### config.mk
export PLATFORM = sky130hd
export DESIGN_NAME = linreg_engine
export DESIGN_NICKNAME = d
export VERILOG_FILES = /design/src/rtl/linreg_pkg.sv /design/src/rtl/linreg_divider.sv /design/src/rtl/linreg_engine.sv
export SDC_FILE = /design/constraint.sdc
export NUM_CORES = 2
export LEC_CHECK = 0
export CORE_MARGIN = 4
export CORE_UTILIZATION = 30
export DETAILED_ROUTE_END_ITERATION = 8
export GPL_TIMING_DRIVEN = 0
export MAX_ROUTING_LAYER = met4
export PLACE_DENSITY = 0.44
export SLEW_MARGIN = 15
export SYNTH_ARGS = -nofsm -noshare
export SYNTH_HDL_FRONTEND = slang
export SYNTH_SLANG_ARGS = --single-unit
### constraint.sdc
create_clock -name clk -period 10.8 [get_ports clk]
set_clock_uncertainty 0.05 [all_clocks]
set_input_delay 2.16 -clock clk [delete_from_list [all_inputs] [get_ports clk]]
set_output_delay 2.16 -clock clk [all_outputs]
set_load 0.01 [all_outputs]
### src/rtl/linreg_pkg.sv
// Shared types and width helpers for the linear-regression engine.
// Latency: n/a (package only).
// Backpressure: n/a.
package linreg_pkg;

  typedef enum logic [2:0] {
    S_IDLE,
    S_LOAD,
    S_MEAN,
    S_PASS2,
    S_DIV,
    S_INTERCEPT,
    S_EMIT
  } state_t;

  // Residual width: wide enough for any y minus fit over the sample range.
  function automatic int calc_err_w(input int data_w);
    return 2 * data_w;
  endfunction

  // Signed fixed-point coefficient width: integer part, fraction, sign and headroom.
  function automatic int calc_coef_w(input int data_w, input int frac_w);
    return data_w + frac_w + 2;
  endfunction

  // Accumulator width: product of two (data_w+1)-bit signed deviations, summed
  // 2^log2_n times, plus a guard bit so the sum never wraps.
  function automatic int calc_acc_w(input int data_w, input int log2_n);
    return 2 * (data_w + 1) + log2_n + 1;
  endfunction

endpackage

### src/rtl/linreg_divider.sv
// Unsigned restoring divider, one quotient bit per cycle; quotient truncates.
// Latency: NUM_W cycles from accepted start to the one-cycle done pulse.
// Backpressure: start is ignored while busy; the quotient is held until the next start.
//
// Ports: clk, rst (async active-low), i_start, i_num[NUM_W], i_den[DEN_W],
//        o_busy, o_done, o_quo[NUM_W].
module linreg_divider #(
  parameter int NUM_W = 35,
  parameter int DEN_W = 27
) (
  input  logic             clk,
  input  logic             rst,
  input  logic             i_start,
  input  logic [NUM_W-1:0] i_num,
  input  logic [DEN_W-1:0] i_den,
  output logic             o_busy,
  output logic             o_done,
  output logic [NUM_W-1:0] o_quo
);

  localparam int CNT_W = $clog2(NUM_W + 1);

  logic             r_busy;
  logic             r_done;
  logic [NUM_W-1:0] r_quo;
  logic [DEN_W-1:0] r_rem;
  logic [DEN_W-1:0] r_den;
  logic [CNT_W-1:0] r_cnt;

  // Shift the next dividend bit into the partial remainder. The remainder is
  // always below the divisor, so one extra bit is enough for the compare.
  logic [DEN_W:0]   w_rem_sh;
  logic             w_ge;
  logic [DEN_W-1:0] w_diff;

  assign w_rem_sh = {r_rem, r_quo[NUM_W-1]};
  assign w_ge     = (w_rem_sh >= {1'b0, r_den});
  // The true difference is below the divisor, so the low bits are exact.
  assign w_diff   = w_rem_sh[DEN_W-1:0] - r_den;

  always_ff @(posedge clk or negedge rst) begin
    if (!rst) begin
      r_busy <= 1'b0;
      r_done <= 1'b0;
      r_quo  <= '0;
      r_rem  <= '0;
      r_den  <= '0;
      r_cnt  <= '0;
    end else begin
      r_done <= 1'b0;
      if (!r_busy) begin
        if (i_start) begin
          r_busy <= 1'b1;
          r_quo  <= i_num;
          r_rem  <= '0;
          r_den  <= i_den;
          r_cnt  <= CNT_W'(NUM_W);
        end
      end else begin
        // Dividend bits leave the top of r_quo while quotient bits enter the bottom.
        r_rem <= w_ge ? w_diff : w_rem_sh[DEN_W-1:0];
        r_quo <= {r_quo[NUM_W-2:0], w_ge};
        r_cnt <= r_cnt - CNT_W'(1);
        if (r_cnt == CNT_W'(1)) begin
          r_busy <= 1'b0;
          r_done <= 1'b1;
        end
      end
    end
  end

  assign o_busy = r_busy;
  assign o_done = r_done;
  assign o_quo  = r_quo;

endmodule

### src/rtl/linreg_engine.sv
// Batch least-squares fit y = b0 + b1*x over 2^LOG2_N samples, then streams residuals.
// Latency: N-th accept to coef_done = MEAN + N PASS2 cycles + DIV (setup + NUM_W) + INTERCEPT.
// Backpressure: in_ready only in LOAD; out_valid/out_err hold while out_ready is low.
//
// Ports: clk, rst (async active-low), in_valid/in_ready/in_x/in_y (sample input),
//        b0/b1 (signed Q.FRAC_W coefficients), coef_done (pulse), degenerate,
//        out_valid/out_ready/out_err (signed residual stream, load order).
module linreg_engine
  import linreg_pkg::*;
#(
  parameter int  DATA_W = 10,
  parameter int  LOG2_N = 4,
  parameter int  FRAC_W = 8,
  localparam int ERR_W  = calc_err_w(DATA_W),
  localparam int COEF_W = calc_coef_w(DATA_W, FRAC_W)
) (
  input  logic                     clk,
  input  logic                     rst,
  input  logic                     in_valid,
  output logic                     in_ready,
  input  logic        [DATA_W-1:0] in_x,
  input  logic        [DATA_W-1:0] in_y,
  output logic signed [COEF_W-1:0] b0,
  output logic signed [COEF_W-1:0] b1,
  output logic                     coef_done,
  output logic                     degenerate,
  output logic                     out_valid,
  input  logic                     out_ready,
  output logic signed [ERR_W-1:0]  out_err
);

  localparam int N     = 1 << LOG2_N;
  localparam int IDX_W = LOG2_N;
  localparam int SUM_W = DATA_W + LOG2_N;
  localparam int ACC_W = calc_acc_w(DATA_W, LOG2_N);
  localparam int NUM_W = ACC_W + FRAC_W;
  localparam int EXT_W = COEF_W + DATA_W + 4;

  localparam logic signed [COEF_W-1:0] COEF_MAX = {1'b0, {(COEF_W-1){1'b1}}};
  localparam logic signed [COEF_W-1:0] COEF_MIN = {1'b1, {(COEF_W-1){1'b0}}};
  localparam logic signed [ERR_W-1:0]  ERR_MAX  = {1'b0, {(ERR_W-1){1'b1}}};
  localparam logic signed [ERR_W-1:0]  ERR_MIN  = {1'b1, {(ERR_W-1){1'b0}}};
  // Smallest quotient magnitude that no longer fits a positive coefficient.
  localparam logic [NUM_W-1:0] QLIM = {{(NUM_W-COEF_W){1'b0}}, 1'b1, {(COEF_W-1){1'b0}}};

  state_t                    r_state;
  logic        [DATA_W-1:0]  r_buf_x [N];
  logic        [DATA_W-1:0]  r_buf_y [N];
  logic        [IDX_W-1:0]   r_wr_idx;
  logic        [IDX_W-1:0]   r_rd_idx;
  logic        [SUM_W-1:0]   r_sum_x;
  logic        [SUM_W-1:0]   r_sum_y;
  logic        [DATA_W-1:0]  r_mx;
  logic        [DATA_W-1:0]  r_my;
  logic signed [ACC_W-1:0]   r_sxx;
  logic signed [ACC_W-1:0]   r_sxy;
  logic                      r_div_go;
  logic                      r_div_start;
  logic                      r_div_neg;
  logic signed [COEF_W-1:0]  r_b1_q;
  logic signed [COEF_W-1:0]  r_b0;
  logic signed [COEF_W-1:0]  r_b1;
  logic                      r_degen;
  logic                      r_coef_done;
  logic                      r_out_vld;
  logic signed [ERR_W-1:0]   r_out_err;

  logic                      w_accept;
  logic        [DATA_W-1:0]  w_rd_x;
  logic        [DATA_W-1:0]  w_rd_y;
  logic signed [DATA_W:0]    w_dx;
  logic signed [DATA_W:0]    w_dy;
  logic signed [ACC_W-1:0]   w_dxe;
  logic signed [ACC_W-1:0]   w_dye;
  logic signed [ACC_W-1:0]   w_pxx;
  logic signed [ACC_W-1:0]   w_pxy;
  logic        [ACC_W-1:0]   w_sxy_mag;
  logic        [NUM_W-1:0]   w_div_num;
  logic        [ACC_W-1:0]   w_div_den;
  logic                      w_div_busy;
  logic                      w_div_done;
  logic        [NUM_W-1:0]   w_quo;
  logic signed [COEF_W-1:0]  w_b1_sat;
  logic signed [EXT_W-1:0]   w_xe;
  logic signed [EXT_W-1:0]   w_ye_sh;
  logic signed [EXT_W-1:0]   w_mxe;
  logic signed [EXT_W-1:0]   w_my_sh;
  logic signed [EXT_W-1:0]   w_b0e;
  logic signed [EXT_W-1:0]   w_b1e;
  logic signed [EXT_W-1:0]   w_b1qe;
  logic signed [EXT_W-1:0]   w_b0_wide;
  logic                      w_b0_fit;
  logic signed [COEF_W-1:0]  w_b0_sat;
  logic signed [EXT_W-1:0]   w_fit;
  logic signed [EXT_W-1:0]   w_err_sh;
  logic                      w_err_fit;
  logic signed [ERR_W-1:0]   w_err_sat;

  assign in_ready = (r_state == S_LOAD);
  assign w_accept = in_valid & in_ready;

  // Sample buffer carries no reset; it is always rewritten before it is read.
  always_ff @(posedge clk) begin
    if (w_accept) begin
      r_buf_x[r_wr_idx] <= in_x;
      r_buf_y[r_wr_idx] <= in_y;
    end
  end

  assign w_rd_x = r_buf_x[r_rd_idx];
  assign w_rd_y = r_buf_y[r_rd_idx];

  // Second pass: deviations from the floored means, exact signed products.
  assign w_dx  = $signed({1'b0, w_rd_x}) - $signed({1'b0, r_mx});
  assign w_dy  = $signed({1'b0, w_rd_y}) - $signed({1'b0, r_my});
  assign w_dxe = {{(ACC_W-DATA_W-1){w_dx[DATA_W]}}, w_dx};
  assign w_dye = {{(ACC_W-DATA_W-1){w_dy[DATA_W]}}, w_dy};
  assign w_pxx = w_dxe * w_dxe;
  assign w_pxy = w_dxe * w_dye;

  // Divide magnitudes; the sign of sxy is reapplied to the quotient.
  assign w_sxy_mag = r_sxy[ACC_W-1] ? ACC_W'(-r_sxy) : ACC_W'(r_sxy);
  assign w_div_num = {w_sxy_mag, {FRAC_W{1'b0}}};
  assign w_div_den = ACC_W'(r_sxx);

  linreg_divider #(
    .NUM_W (NUM_W),
    .DEN_W (ACC_W)
  ) u_div (
    .clk     (clk),
    .rst     (rst),
    .i_start (r_div_start),
    .i_num   (w_div_num),
    .i_den   (w_div_den),
    .o_busy  (w_div_busy),
    .o_done  (w_div_done),
    .o_quo   (w_quo)
  );

  always_comb begin
    w_b1_sat = '0;
    if (r_div_neg) begin
      if (w_quo >= QLIM) w_b1_sat = COEF_MIN;
      else               w_b1_sat = -$signed(w_quo[COEF_W-1:0]);
    end else begin
      if (w_quo >= QLIM) w_b1_sat = COEF_MAX;
      else               w_b1_sat = $signed(w_quo[COEF_W-1:0]);
    end
  end

  // Fixed-point operands widened so neither intercept nor residual can wrap.
  assign w_xe    = {{(EXT_W-DATA_W){1'b0}}, w_rd_x};
  assign w_ye_sh = {{(EXT_W-DATA_W-FRAC_W){1'b0}}, w_rd_y, {FRAC_W{1'b0}}};
  assign w_mxe   = {{(EXT_W-DATA_W){1'b0}}, r_mx};
  assign w_my_sh = {{(EXT_W-DATA_W-FRAC_W){1'b0}}, r_my, {FRAC_W{1'b0}}};
  assign w_b0e   = {{(EXT_W-COEF_W){r_b0[COEF_W-1]}}, r_b0};
  assign w_b1e   = {{(EXT_W-COEF_W){r_b1[COEF_W-1]}}, r_b1};
  assign w_b1qe  = {{(EXT_W-COEF_W){r_b1_q[COEF_W-1]}}, r_b1_q};

  // Intercept: value fits when all bits above the coefficient sign agree.
  assign w_b0_wide = w_my_sh - w_b1qe * w_mxe;
  assign w_b0_fit  = (&w_b0_wide[EXT_W-1:COEF_W-1]) | ~(|w_b0_wide[EXT_W-1:COEF_W-1]);
  assign w_b0_sat  = w_b0_fit ? w_b0_wide[COEF_W-1:0]
                              : (w_b0_wide[EXT_W-1] ? COEF_MIN : COEF_MAX);

  // Residual in Q.FRAC_W, floored back to an integer by the arithmetic shift.
  assign w_fit     = w_ye_sh - (w_b0e + w_b1e * w_xe);
  assign w_err_sh  = w_fit >>> FRAC_W;
  assign w_err_fit = (&w_err_sh[EXT_W-1:ERR_W-1]) | ~(|w_err_sh[EXT_W-1:ERR_W-1]);
  assign w_err_sat = w_err_fit ? w_err_sh[ERR_W-1:0]
                               : (w_err_sh[EXT_W-1] ? ERR_MIN : ERR_MAX);

  always_ff @(posedge clk or negedge rst) begin
    if (!rst) begin
      r_state     <= S_IDLE;
      r_wr_idx    <= '0;
      r_rd_idx    <= '0;
      r_sum_x     <= '0;
      r_sum_y     <= '0;
      r_mx        <= '0;
      r_my        <= '0;
      r_sxx       <= '0;
      r_sxy       <= '0;
      r_div_go    <= 1'b0;
      r_div_start <= 1'b0;
      r_div_neg   <= 1'b0;
      r_b1_q      <= '0;
      r_b0        <= '0;
      r_b1        <= '0;
      r_degen     <= 1'b0;
      r_coef_done <= 1'b0;
      r_out_vld   <= 1'b0;
      r_out_err   <= '0;
    end else begin
      r_div_start <= 1'b0;
      r_coef_done <= 1'b0;
      case (r_state)
        S_IDLE: begin
          r_wr_idx <= '0;
          r_sum_x  <= '0;
          r_sum_y  <= '0;
          r_state  <= S_LOAD;
        end
        S_LOAD: begin
          if (w_accept) begin
            r_sum_x  <= r_sum_x + {{LOG2_N{1'b0}}, in_x};
            r_sum_y  <= r_sum_y + {{LOG2_N{1'b0}}, in_y};
            r_wr_idx <= r_wr_idx + IDX_W'(1);
            if (r_wr_idx == IDX_W'(N - 1)) r_state <= S_MEAN;
          end
        end
        S_MEAN: begin
          r_mx     <= DATA_W'(r_sum_x >> LOG2_N);
          r_my     <= DATA_W'(r_sum_y >> LOG2_N);
          r_sxx    <= '0;
          r_sxy    <= '0;
          r_rd_idx <= '0;
          r_state  <= S_PASS2;
        end
        S_PASS2: begin
          r_sxx    <= r_sxx + w_pxx;
          r_sxy    <= r_sxy + w_pxy;
          r_rd_idx <= r_rd_idx + IDX_W'(1);
          if (r_rd_idx == IDX_W'(N - 1)) begin
            r_div_go <= 1'b0;
            r_state  <= S_DIV;
          end
        end
        S_DIV: begin
          if (!r_div_go) begin
            if (!w_div_busy) begin
              r_div_go <= 1'b1;
              if (r_sxx == '0) begin
                // All x equal: slope undefined, report flat line through my.
                r_b1_q  <= '0;
                r_degen <= 1'b1;
                r_state <= S_INTERCEPT;
              end else begin
                r_div_start <= 1'b1;
                r_div_neg   <= r_sxy[ACC_W-1];
                r_degen     <= 1'b0;
              end
            end
          end else if (w_div_done) begin
            r_b1_q  <= w_b1_sat;
            r_state <= S_INTERCEPT;
          end
        end
        S_INTERCEPT: begin
          r_b1        <= r_b1_q;
          r_b0        <= w_b0_sat;
          r_coef_done <= 1'b1;
          r_rd_idx    <= '0;
          r_out_vld   <= 1'b0;
          r_state     <= S_EMIT;
        end
        S_EMIT: begin
          // Load one residual, hold it until taken, then move to the next entry.
          if (!r_out_vld) begin
            r_out_err <= w_err_sat;
            r_out_vld <= 1'b1;
          end else if (out_ready) begin
            r_out_vld <= 1'b0;
            if (r_rd_idx == IDX_W'(N - 1)) r_state <= S_IDLE;
            else                           r_rd_idx <= r_rd_idx + IDX_W'(1);
          end
        end
        default: r_state <= S_IDLE;
      endcase
    end
  end

  assign b0         = r_b0;
  assign b1         = r_b1;
  assign coef_done  = r_coef_done;
  assign degenerate = r_degen;
  assign out_valid  = r_out_vld;
  assign out_err    = r_out_err;

endmodule

==> results_dict.tcl <==
set metrics [dict create \
    synth_warnings 0 \
    outcome "finished, final reports clean" \
    path_class "register to register" \
    r2r_cells 41 \
    routed_via_density 4.82 \
    crit_arrival_ns 10.64 \
    fin_area_um2 63900 \
    place.gp.congestion 0.880 \
    hp-class "register to register" \
    r2r_end "r_sxy[25]$_DFFE_PN0P_" \
    nFillCells 19100 \
    syn_area_um2 56500 \
    ant_nets 0 \
    cts_buffer_depth 3 \
    dp_hpwl_um 134000 \
    dpl_cell_area_um2 61100 \
    area_delta_synth_final_pct 13.0 \
    grt_pass1_wl_um 261000 \
    route.detailed.drc 0 \
    fin_crit_ns 10.20 \
    grt.overflow.total 0 \
    finalWirelength_um 169000 \
    io_buffers 87 \
    ys_ff_latch 616 \
    root_buffer "clkbuf_16" \
    reg2reg_slack_ns 0.60 \
    top_layer "met4" \
    postCtsHoldBufs 0 \
    layout_setup_ws_ns 0.603 \
    cts_max_level 3 \
    syn_avg_cell_area_um2 10.2 \
    synth_cells 5550 \
    core_um2 188000 \
    cts_tree "yes" \
    track_usage_pct 17.9 \
    worstSetupStartpoint "r_rd_idx[0]$_DFFE_PN0P_" \
    required_ns 11.24 \
    antenna_found_initial 5 \
    yosys.cell_types.count 83 \
    ioPinCount 88 \
    finalSetupViolCount 0 \
    ys_async_sr_fraction_pct 48.1 \
    nets 6863 \
    dr.pass1.iters 6 \
    synth_edf_count 320 \
    crit_path_end_kind "register" \
    tightest_slew_ns 1.19 \
    finalHoldViolCount 0 \
    place_ws_ns -3.33 \
    place_inst 8152 \
    vias 40000 \
    critPathSlowestCell "fa_2" \
    max_cap_violations 0 \
    wl_per_cell_um 20.4 \
    min_period_over_period_pct 94.4 \
    final_util_pct 34.0 \
    clock_sinks 616 \
    fin_cells 8295 \
    dieArea_um2 195000 \
    synth_fp_nets 6678 \
    drt-met1-wl_um 79700 \
    fmax_mhz 98.1 \
    r2r-start "r_rd_idx[0]$_DFFE_PN0P_" \
    worst_path_most_repeated_cell "a21oi_2" \
    clkTransAtPathRegs_ns 0.05 \
    cp_slowest_stage_delay_ns 0.68 \
    cp-start-kind "register" \
    report.final.slew_viol_count 0 \
    crit_end "r_sxy[25]$_DFFE_PN0P_" \
    clk_latency_ns 0.70 \
    crit_path_max_fanout 13 \
    die_x_um 442 \
    cts_buffers 75 \
    drive_gt1_share_pct 5.49 \
    ys.flop_type "edfxtp_1" \
    ys_seq_area_share_pct 30.1 \
    drt_iter0_markers 2665 \
    met3WireLength_um 7720 \
    grt_max_degree 97 \
    grt_pass1_vias 41500 \
    max_slew_margin_pct 20.5 \
    dr_wl_met2_um 78400 \
    die_h_um 442 \
    initial_core_util_pct 30.1 \
    rows 159 \
]
## worst max-delay path: cells and delay by family, from the launching register on
kind	cells	cell delay (ns)
compound gates	18	3.56
xor+xnor	1	0.25
fa+ha+maj	7	3.27
buf+inv	11	1.87
flops	1	0.37
mux	1	0.10
simple gates	3	0.49
## through the flow
step | setup TNS (ns) | hold slack, ns
6_report | 0 | 0.430
4_1_cts | 0 | 0.430
3_3_place_gp | -2092.16 | 0.410
2_1_floorplan | 0 | 0.394
3_5_place_dp | -71.88 | 0.422
5_1_grt | -0.00217 | 0.457
## per-layer routing
layer / vias up / GRT usage (%)
li1: 18600 / -
met1: 20400 / 24.7
met2: 832 / 28.0
met3: 169 / 2.42
met4: 0 / 4.04
met5: - / -
## cell usage after synthesis (all sizes together), types with 22 or more instances
master / count / area (µm²)
inv: 937 / 3520
fa: 706 / 14100
nand2: 693 / 2600
ha: 398 / 4980
edfxtp: 320 / 9610
dfrtp: 296 / 7410
o21ai: 290 / 1460
and2: 237 / 1480
clkbuf: 226 / 850
nor2: 207 / 777
a21oi: 183 / 916
xnor2: 125 / 1090
mux2i: 78 / 793
xor2: 72 / 631
a21o: 60 / 450
nand3: 59 / 295
mux4: 42 / 946
nor3: 41 / 205
and3: 40 / 250
a221oi: 35 / 324
o22ai: 34 / 213
o211ai: 30 / 230
nand2b: 28 / 175
o21bai: 28 / 210
o31ai: 24 / 180
nor4: 23 / 159
mux2: 22 / 248
## registers in the layout, summed over array words and instances (netlist names), 20 cells and up
name and count:
b0 20, b1 20, out_err 20, r_b1_q 20, r_buf_x 160, r_buf_y 160
r_sxx 27, r_sxy 27, u_div.o_quo 35, u_div.r_den 27, u_div.r_rem 27
## cells by family after synthesis
logic type | count (synthesis) | share of synthesized area [%]
simple gates | 1434 | 11.8
buf+inv | 1188 | 7.94
fa+ha+maj | 1104 | 33.8
compound gates | 869 | 9.81
flops | 616 | 30.1
xor+xnor | 197 | 3.05
mux | 142 | 3.51
## cell type report
cell class	instances	area, µm²	area share, %
multi-input combinational	3746	35300	55.2
sequential	616	17000	26.6
inverter	941	3530	5.53
tap	2495	3120	4.89
clock buffer	100	2040	3.20
timing repair buffer	113	1360	2.14
buffer	242	1040	1.63
clock inverter	39	484	0.758
antenna	3	7.51	0.0118
## repair_timing
| action | 4_1_cts | 5_1_grt |
|---|---|---|
| setup buffers | 2 | 4 |
| pin swaps | 1 | 5 |
| setup endpoints to repair | 56 | 17 |
| resized for setup | 57 | 46 |
## worst min path at each step
stage	start	end	slack, ns	depth (start not counted)
after global placement	u_div.r_cnt[5]$_DFFE_PN0P_	u_div.r_cnt[5]$_DFFE_PN0P_	0.41	1
after CTS	u_div.r_cnt[5]$_DFFE_PN0P_	u_div.r_cnt[5]$_DFFE_PN0P_	0.43	1
final	u_div.r_cnt[5]$_DFFE_PN0P_	u_div.r_cnt[5]$_DFFE_PN0P_	0.43	1
after global routing	r_sum_x[2]$_DFFE_PN0P_	r_sum_x[2]$_DFFE_PN0P_	0.46	2
after detailed placement	u_div.r_cnt[5]$_DFFE_PN0P_	u_div.r_cnt[5]$_DFFE_PN0P_	0.42	1
after floorplan	u_div.r_cnt[5]$_DFFE_PN0P_	u_div.o_done$_DFF_PN0_	0.39	1
## cells in the final DEF (no fill, tap or decap), types with 59 or more instances in the layout
| master | netlist | routed |
|---|---|---|
| a21o_1 | 60 | 59 |
| a21oi_1 | 183 | 176 |
| and2_1 | 236 | 231 |
| clkbuf_1 | 225 | 216 |
| clkbuf_16 | 0 | 76 |
| clkdlybuf4s50_1 | 0 | 86 |
| dfrtp_1 | 296 | 296 |
| edfxtp_1 | 320 | 320 |
| fa_1 | 706 | 703 |
| ha_1 | 398 | 398 |
| inv_1 | 937 | 936 |
| mux2i_1 | 77 | 77 |
| nand2_1 | 693 | 687 |
| nand3_1 | 59 | 59 |
| nor2_1 | 207 | 202 |
| o21ai_0 | 288 | 287 |
| xnor2_1 | 125 | 120 |
| xor2_1 | 72 | 71 |
Power is not shown: default switching activity piles up to over one toggle a cycle in this logic, so the estimate is an artifact.
